### src/rtl/ervp_plic_claim_engine.sv
`timescale 1ns/1ps
// APB master that claims pending PLIC interrupt IDs into a small FIFO for a consumer
// and writes completion IDs back to the same claim/complete register.
module ervp_plic_claim_engine #(
  parameter logic [31:0] PLIC_BASE    = 32'h0c000000,
  parameter logic [31:0] CLAIM_OFFSET = 32'h00200004,
  parameter int          BW_ID        = 10,
  parameter int          DEPTH        = 4,
  parameter int          TIMEOUT      = 255,
  parameter int          HOLDOFF      = 2
) (
  input  logic                     clk,
  input  logic                     rstnn,
  input  logic                     enable,
  input  logic                     plic_interrupt,
  output logic                     rpsel,
  output logic                     rpenable,
  output logic                     rpwrite,
  output logic [31:0]              rpaddr,
  output logic [31:0]              rpwdata,
  input  logic [31:0]              rprdata,
  input  logic                     rpready,
  input  logic                     rpslverr,
  output logic                     claim_valid,
  output logic [BW_ID-1:0]         claim_id,
  input  logic                     claim_ready,
  input  logic                     complete_valid,
  input  logic [BW_ID-1:0]         complete_id,
  output logic                     complete_ready,
  output logic [$clog2(DEPTH):0]   claim_count,
  output logic                     apb_error,
  output logic                     busy
);

  localparam int          PW           = $clog2(DEPTH);
  localparam logic [31:0] CLAIM_ADDR   = PLIC_BASE + CLAIM_OFFSET;
  localparam logic [7:0]  TIMEOUT_LAST = 8'(TIMEOUT - 1);
  localparam logic [7:0]  HOLDOFF_C    = 8'(HOLDOFF);

  typedef enum logic [1:0] {S_IDLE, S_SETUP, S_ACCESS} state_e;

  state_e           state_q, state_d;
  logic             op_write_q;
  logic [BW_ID-1:0] id_q;
  logic [7:0]       timer_q;
  logic [7:0]       holdoff_q;
  logic             apb_error_q;
  logic [BW_ID-1:0] mem_q [DEPTH];
  logic [PW-1:0]    wr_ptr_q, rd_ptr_q;
  logic [PW:0]      count_q;

  logic start_read, timed_out, xfer_done, xfer_err, push, pop;

  // DEPTH is a power of two, so the FIFO is full exactly when the count MSB is set.
  assign start_read = enable & plic_interrupt & ~count_q[PW] & (holdoff_q == 8'd0)
                      & ~complete_valid;
  assign timed_out  = (state_q == S_ACCESS) & ~rpready & (timer_q == TIMEOUT_LAST);
  assign xfer_done  = (state_q == S_ACCESS) & (rpready | timed_out);
  assign xfer_err   = (state_q == S_ACCESS) & ((rpready & rpslverr) | timed_out);
  assign push       = (state_q == S_ACCESS) & rpready & ~rpslverr & ~op_write_q
                      & (rprdata[BW_ID-1:0] != '0);
  assign pop        = claim_valid & claim_ready;

  // NOTE: sequential state uses non-blocking assignments so every register samples
  // pre-edge values regardless of process evaluation order.
  always_ff @(posedge clk) begin
    if (!rstnn) state_q <= S_IDLE;
    else        state_q <= state_d;
  end

  always_comb begin
    state_d = state_q;
    unique case (state_q)
      S_IDLE:   if (complete_valid || start_read) state_d = S_SETUP;
      S_SETUP:  state_d = S_ACCESS;
      S_ACCESS: if (rpready || timed_out) state_d = S_IDLE;
      default:  state_d = S_IDLE;
    endcase
  end

  // NOTE: every output gets a default before the case, so no path can infer a latch.
  always_comb begin
    rpsel          = 1'b0;
    rpenable       = 1'b0;
    rpwrite        = 1'b0;
    rpaddr         = '0;
    rpwdata        = '0;
    busy           = 1'b0;
    complete_ready = 1'b0;
    unique case (state_q)
      S_IDLE: complete_ready = 1'b1;
      S_SETUP, S_ACCESS: begin
        rpsel    = 1'b1;
        rpenable = (state_q == S_ACCESS);
        busy     = 1'b1;
        rpwrite  = op_write_q;
        rpaddr   = CLAIM_ADDR;
        rpwdata  = op_write_q ? 32'(id_q) : 32'h0;
      end
      default: ;
    endcase
  end

  always_ff @(posedge clk) begin
    if (!rstnn) begin
      op_write_q  <= 1'b0;
      id_q        <= '0;
      timer_q     <= '0;
      holdoff_q   <= '0;
      apb_error_q <= 1'b0;
    end else begin
      apb_error_q <= xfer_err;
      if (state_q == S_IDLE && complete_valid) begin
        op_write_q <= 1'b1;
        id_q       <= complete_id;
      end else if (state_q == S_IDLE && start_read) begin
        op_write_q <= 1'b0;
      end
      if (state_q == S_SETUP)                    timer_q <= '0;
      else if (state_q == S_ACCESS && !rpready)  timer_q <= timer_q + 8'd1;
      // Holdoff only throttles claims; it restarts on every read, failed or not.
      if (xfer_done && !op_write_q)  holdoff_q <= HOLDOFF_C;
      else if (holdoff_q != 8'd0)    holdoff_q <= holdoff_q - 8'd1;
    end
  end

  always_ff @(posedge clk) begin
    if (!rstnn) begin
      wr_ptr_q <= '0;
      rd_ptr_q <= '0;
      count_q  <= '0;
    end else begin
      if (push) wr_ptr_q <= wr_ptr_q + PW'(1);
      if (pop)  rd_ptr_q <= rd_ptr_q + PW'(1);
      if (push && !pop)      count_q <= count_q + (PW+1)'(1);
      else if (pop && !push) count_q <= count_q - (PW+1)'(1);
    end
  end

  // NOTE: FIFO storage is deliberately not reset; claim_id is masked by claim_valid,
  // so a stale entry is never visible.
  always_ff @(posedge clk) begin
    if (push) mem_q[wr_ptr_q] <= rprdata[BW_ID-1:0];
  end

  assign claim_valid = (count_q != '0);
  assign claim_id    = claim_valid ? mem_q[rd_ptr_q] : '0;
  assign claim_count = count_q;
  assign apb_error   = apb_error_q;

  // Upper read-data bits carry no ID information.
  logic unused_rdata;
  assign unused_rdata = ^rprdata[31:BW_ID];

endmodule
### config.mk
export PLATFORM = sky130hd
export DESIGN_NAME = ervp_plic_claim_engine
export DESIGN_NICKNAME = d
export VERILOG_FILES = /design/src/rtl/ervp_plic_claim_engine.sv
export SDC_FILE = /design/constraint.sdc
export NUM_CORES = 1
export LEC_CHECK = 0
export BUFFER_PORTS_ARGS = -buffer_cell sky130_fd_sc_hd__buf_2
export CAP_MARGIN = 20
export CELL_PAD_IN_SITES_DETAIL_PLACEMENT = 0
export CELL_PAD_IN_SITES_GLOBAL_PLACEMENT = 1
export CORE_MARGIN = 4
export CORE_UTILIZATION = 43
export CTS_BUF_LIST = sky130_fd_sc_hd__clkbuf_4 sky130_fd_sc_hd__clkbuf_8
export DETAILED_ROUTE_END_ITERATION = 10
export GPL_TIMING_DRIVEN = 0
export PLACE_DENSITY_LB_ADDON = 0.1
export SYNTH_ARGS = -nofsm -noshare
export SYNTH_HDL_FRONTEND = slang
export SYNTH_SLANG_ARGS = --single-unit
### constraint.sdc
create_clock -name clk -period 4.15 [get_ports clk]
set_input_delay 0.415 -clock clk [delete_from_list [all_inputs] [get_ports clk]]
set_output_delay 0.415 -clock clk [all_outputs]
set_load 0.02 [all_outputs]
# --- Word-level counts from Yosys, hierarchy flattened ---
# Memory sizes are Yosys's and may differ from the RTL's. A register that Yosys moved wholly into a read port is not among the register bits.
# Cells that the tools add are included.
word_totals:
  wordCells: 89
  ramBits: 40
  input_bits: 50
  ff_bits: 37
  output_inout_bits: 84
  n_memories: 1
mem_list:
  columns: ["memory", "depth", "width", "rd", "rd_ports_with_merged_regs", "wr", "line", "source"]
  rows:
  - ["mem_q", 4, 10, 1, 1, 1, "48", "logic [BW_ID-1:0] mem_q [DEPTH];"]
op_classes:
  n_reduce_logical: 24
  n_addsub: 6
  mux: 21
  eq_ne: 5
  n_bitwise: 22
op_table:
  columns: ["cell", "count"]
  rows:
  - ["2-to-1 mux 10 bit", 3]
  - ["2-to-1 mux 28 bit", 1]
  - ["bitwise AND 1 bit", 14]
  - ["2-to-1 mux 2 bit", 6]
  - ["nonzero test 10 bit", 1]
  - ["adder 8 x 1 -> 8 bit, second input constant", 1]
  - ["equality test 8 bit, second input constant", 1]
  - ["logical NOT 8 bit", 1]
  - ["2-to-1 mux 1 bit", 8]
  - ["nonzero test 8 bit", 1]
  - ["subtractor 8 x 1 -> 8 bit, second input constant", 1]
  - ["logical AND 1 bit", 6]
  - ["2-to-1 mux 3 bit", 2]
  - ["inverter 1 bit", 6]
  - ["one-hot mux 2 bit (3 select lines)", 1]
  - ["nonzero test 2 bit", 3]
  - ["OR reduction 2 bit", 3]
  - ["adder 2 x 1 -> 2 bit, second input constant", 2]
  - ["logical NOT 1 bit", 4]
  - ["adder 3 x 1 -> 3 bit, second input constant", 1]
  - ["nonzero test 3 bit", 1]
  - ["subtractor 3 x 1 -> 3 bit, second input constant", 1]
  - ["equality test 2 x 1 -> 1 bit, second input constant", 1]
  - ["equality test 2 bit, second input constant", 1]
  - ["other kinds (6)", 8]

# --- Depth between registers and ports, before layout ---
logic_depth:
  depth_word: 9
  mapped_depth: 10
  mapped_depth_nobuf: 10

# --- Least setup slack after synthesis ---
# OpenSTA, ideal clock, no wires.
synth_timing:
  kind: "reg-to-reg"
  start: "register state_q[0]"
  end: "register count_q[2], in the netlist claim_count[2]"
  path_slack_ns: 1.846
  t_arrival_ns: 2.229
  path_buffers: 0
  stages_incl_launch_ff: 11
  synth_period_minus_slack_ns: 2.304
  setup_ns: 0.076
  required_time_ns: 4.074
  path_cell_list: "dfxtp_1 > inv_1 > ha_1 > nand4bb_1 > a31oi_2 > ha_1 > inv_1 > fa_1 > xor2_1 > or3_1 > a21boi_0"
synth_between:
  elab_chain_len: 8
  word_cells_on_any_way: 10
  classes_between: "eq/ne: 1; mux: 1; bitwise: 4; reduce/logical: 4"
synth_lines:
  columns: ["element", "line", "source"]
  rows:
  - ["start: declaration", "42", "state_e state_q, state_d;"]
  - ["start signal: assignment", "68", "else state_q <= state_d;"]
  - ["equality test 2 bit *", "60", "assign push = (state_q == S_ACCESS) & rpready & ~rpslverr & ~op_write_q"]
  - ["bitwise AND 1 bit * (3 in a row)", "60", null]
  - ["bitwise AND 1 bit *", "61", "& (rprdata[BW_ID-1:0] != '0);"]
  - ["via push", "52", "logic start_read, timed_out, xfer_done, xfer_err, push, pop;"]
  - ["logical NOT 1 bit", "136", "else if (pop && !push) count_q <= count_q - (PW+1)'(1);"]
  - ["logical AND 1 bit", "136", null]
  - ["nonzero test 2 bit (no line)", null, null]
  - ["end signal: assignment", "135", "if (push && !pop) count_q <= count_q + (PW+1)'(1);"]
  - ["end signal: assignment", "136", null]
  - ["end: declaration", "50", "logic [PW:0] count_q;"]
# Mark *: on every way through the listed nets, which the timed path passes. The rest lies on a longest branch.
# A chain may end at the register's enable or synchronous reset.

# --- Worst setup path after layout ---
# Ends and elaborated chain as after synthesis.

==> impl_metrics.ini <==
[sta]
fin_worst_hold_slack_ns = 0.296
slew_headroom = 0.602
finalHoldViolations = 0
fmax_ghz = 0.377
finalSetupViolCount = 0
tightest_slew_ns = 0.597
final_max_slew_viol_count = 0
finalSetupTns_ns = 0
fin_skew_ns = 0.0118
layout_min_cycle_time_ns = 2.65
rsz0062_at_grt = false
period_share = 0.639

[finish]
final_util = 0.538
drive_above_1_share = 0.328
seqCellArea_um2 = 1980
area_growth_pct = 20.8
fin_area_um2 = 4710
multi_input_area_um2 = 1610
finalNetCount = 523
num-fill-cells = 800
antenna_cells = 0

[power_and_ir_drop]
switching_share = 0.373
p_leak_nw = 2.09
p_int_w = 0.00159
peakVddDrop_mv = 0.311
net-switching-power_w = 0.000947
sequentialPowerShare = 0.388
power.share.combinational = 0.401
clkPwrFrac = 0.210
p_per_area_nw_per_um2 = 539
total_power_w = 0.00254

[drt]
vias = 2537
ant_nets = 0
drtIter0Drc = 67
routed_wl_um = 7010
drt_first_pass_iters = 4
drc = 0
via_per_inst = 4.44
wl_per_cell_um = 12.3

[place]
hpwl_um = 5180
numPortBuffers = 60
dpl_cell_area_um2 = 4520
gp_congestion = 0.743

[logic_synthesis]
ys_seq_area_frac = 0.508
synth_cell_types = 45
synth_cells = 339
yosysWarnings = 0
synth_top_family_by_area = simple AND/OR/NAND/NOR gates
synth_xor_area_frac = 0.0359
ys_seq_elements = 79
netlist_top_cells_count = 55 x buf_4, 40 x edfxtp_1, 39 x dfxtp_1, 32 x nand2_1, 21 x and2_1
synth_area_um2 = 3900
synth_top_area_frac = 0.308
synth-simple-area-share = 0.153
synth.most_common_cell = buf_4
synth_fa_ha_area_frac = 0.0468
synthArstFlopShare = 0
synth_edf_count = 40
synth.mux.area_fraction = 0.0712
synth_compound_gate_area_share = 0.0577
yosysTopAreaCell = edfxtp_1
synth_ff_type = edfxtp_1
synth.avg_cell_area_um2 = 11.5
synth_area_leaders = edfxtp_1 31%, dfxtp_1 20%, buf_4 11%

[worst_hold_path]
hp-class = in2reg

[setup_path]
arrival_ns = 2.93
required_ns = 4.43
crit_type = reg2reg
cp-start-kind = flop
crit_path_max_fanout = 7
end_kind = flop

[grt]
grt_max_degree = 17
track_usage = 0.137
grt_pass1_vias = 2349
antenna_found_initial = 0
grt_pass1_wl_um = 11100
grt.overflow.total = 0

[die]
fp.dieH_um = 103
placementRows = 34
fp.dieArea_um2 = 10700
die_w_um = 103
core-area_um2 = 8760
initial_core_util = 0.445
ios = 134

[flow_run]
drv_cap = 0

[clock_network]
path_clk_slew_ns = 0.10
cts_sinks = 79
clockBufferDepth = 2
clkLatencyLatePin_ns = 0.35
cts_hold_buf = 0
cts_root_buffer = clkbuf_8
cts_tree = done
cts_resized = 0
postCtsSetupBuffers = 0
cts_buffers = 9
htree_num_levels = 3

[run_status]
status = completed
==> power groups by stage <==
stage	clock [W]	sequential (W)	combinational, W
2_1_floorplan	0	0.00101	0.000785
4_1_cts	0.000554	0.000986	0.00104
3_3_place_gp	0	0.00100	0.00103
3_5_place_dp	0	0.00100	0.00104
6_report	0.000534	0.000986	0.00102
5_1_grt	0.000586	0.00100	0.00114
==> worst paths after layout <==
check                   from             end  slack, ns  depth (start not counted)
setup / recovery  state_q[0]  claim_count[2]       1.50                         10
hold / removal    rprdata[6]     mem_q[1][6]       0.30                          1
setup reg to reg  state_q[0]  claim_count[2]       1.50                         10
hold reg to reg      id_q[2]         id_q[2]       0.46                          2
==> per-layer routing <==
| layer | vias to the layer above | global-route usage | routed length [um] |
|---|---|---|---|
| met3 | 6 | 0.0349 | 532 |
| li1 | 1301 | - | - |
| met5 | - | 0 | 0 |
| met2 | 79 | 0.218 | 3360 |
| met4 | 0 | 0.0568 | 83 |
| met1 | 1151 | 0.178 | 3030 |
==> cells by family (layout without fill, tap and decap cells) <==
group,after synthesis,in the layout
buffers and inverters,76,152
adders and majority gates,14,14
and+or+nand+nor,107,107
DFF,79,79
muxes,15,15
xor gates and xnor gates,16,16
other,1,50
AOI/OAI and AO/OA,31,31
==> layout by cell type, fill, tap and decap left out, types with 2 or more instances in the layout <==
master	synthesis	layout
nor4_4	2	2
a21oi_1	4	4
clkinvlp_4	0	2
and3b_1	2	2
edfxtp_1	40	40
mux4_2	10	10
o31ai_1	2	2
buf_4	55	55
nor4_1	2	2
mux2i_1	3	3
ha_1	13	13
nand2_1	32	32
mux2_2	2	2
inv_6	0	2
a31oi_1	2	2
nand3_1	3	3
nor2_1	13	13
clkbuf_8	0	9
nor2b_1	5	5
and2_1	21	21
nor3_1	3	3
or3_1	3	3
inv_1	10	10
and3_1	13	13
buf_2	1	61
clkinv_4	0	2
conb_1	1	50
a21boi_0	13	13
xor2_1	5	5
dfxtp_1	39	39
xnor2_1	11	11
clkbuf_1	9	9
o21ai_0	4	4
==> worst max-delay path: stages, from the launching register on <==
cell	delay, ns
dfxtp_1	0.32
inv_1	0.11
ha_1	0.27
nand4bb_1	0.18
a31oi_2	0.40
ha_1	0.26
inv_1	0.06
fa_1	0.37
xor2_1	0.15
or3_1	0.30
a21boi_0	0.16
==> flip-flops by register name, summed over array words and instances (netlist names), 2 cells and up, named ones only <==
register	count
mem_q	40
id_q	10
wr_ptr_q	2
holdoff_q	8
timer_q	8
claim_count	3
rd_ptr_q	2
state_q	2
==> metrics by stage <==
stage          setup slack [ns]  std cells
6_report                   1.50        572
2_1_floorplan              1.85        388
4_1_cts                    1.48        572
5_1_grt                    1.24        572
3_3_place_gp               1.52        556
3_5_place_dp               1.53        556
==> area by class of cell <==
class / count / share of cell area
Multi-Input combinational cell: 233 / 0.342
Buffer: 66 / 0.0967
Clock buffer: 9 / 0.0263
Sequential cell: 79 / 0.421
Inverter: 10 / 0.00797
Clock inverter: 7 / 0.0141
Timing Repair Buffer: 60 / 0.0637
Tap cell: 108 / 0.0287
Note: power is estimated with default switching activity, not from simulation.
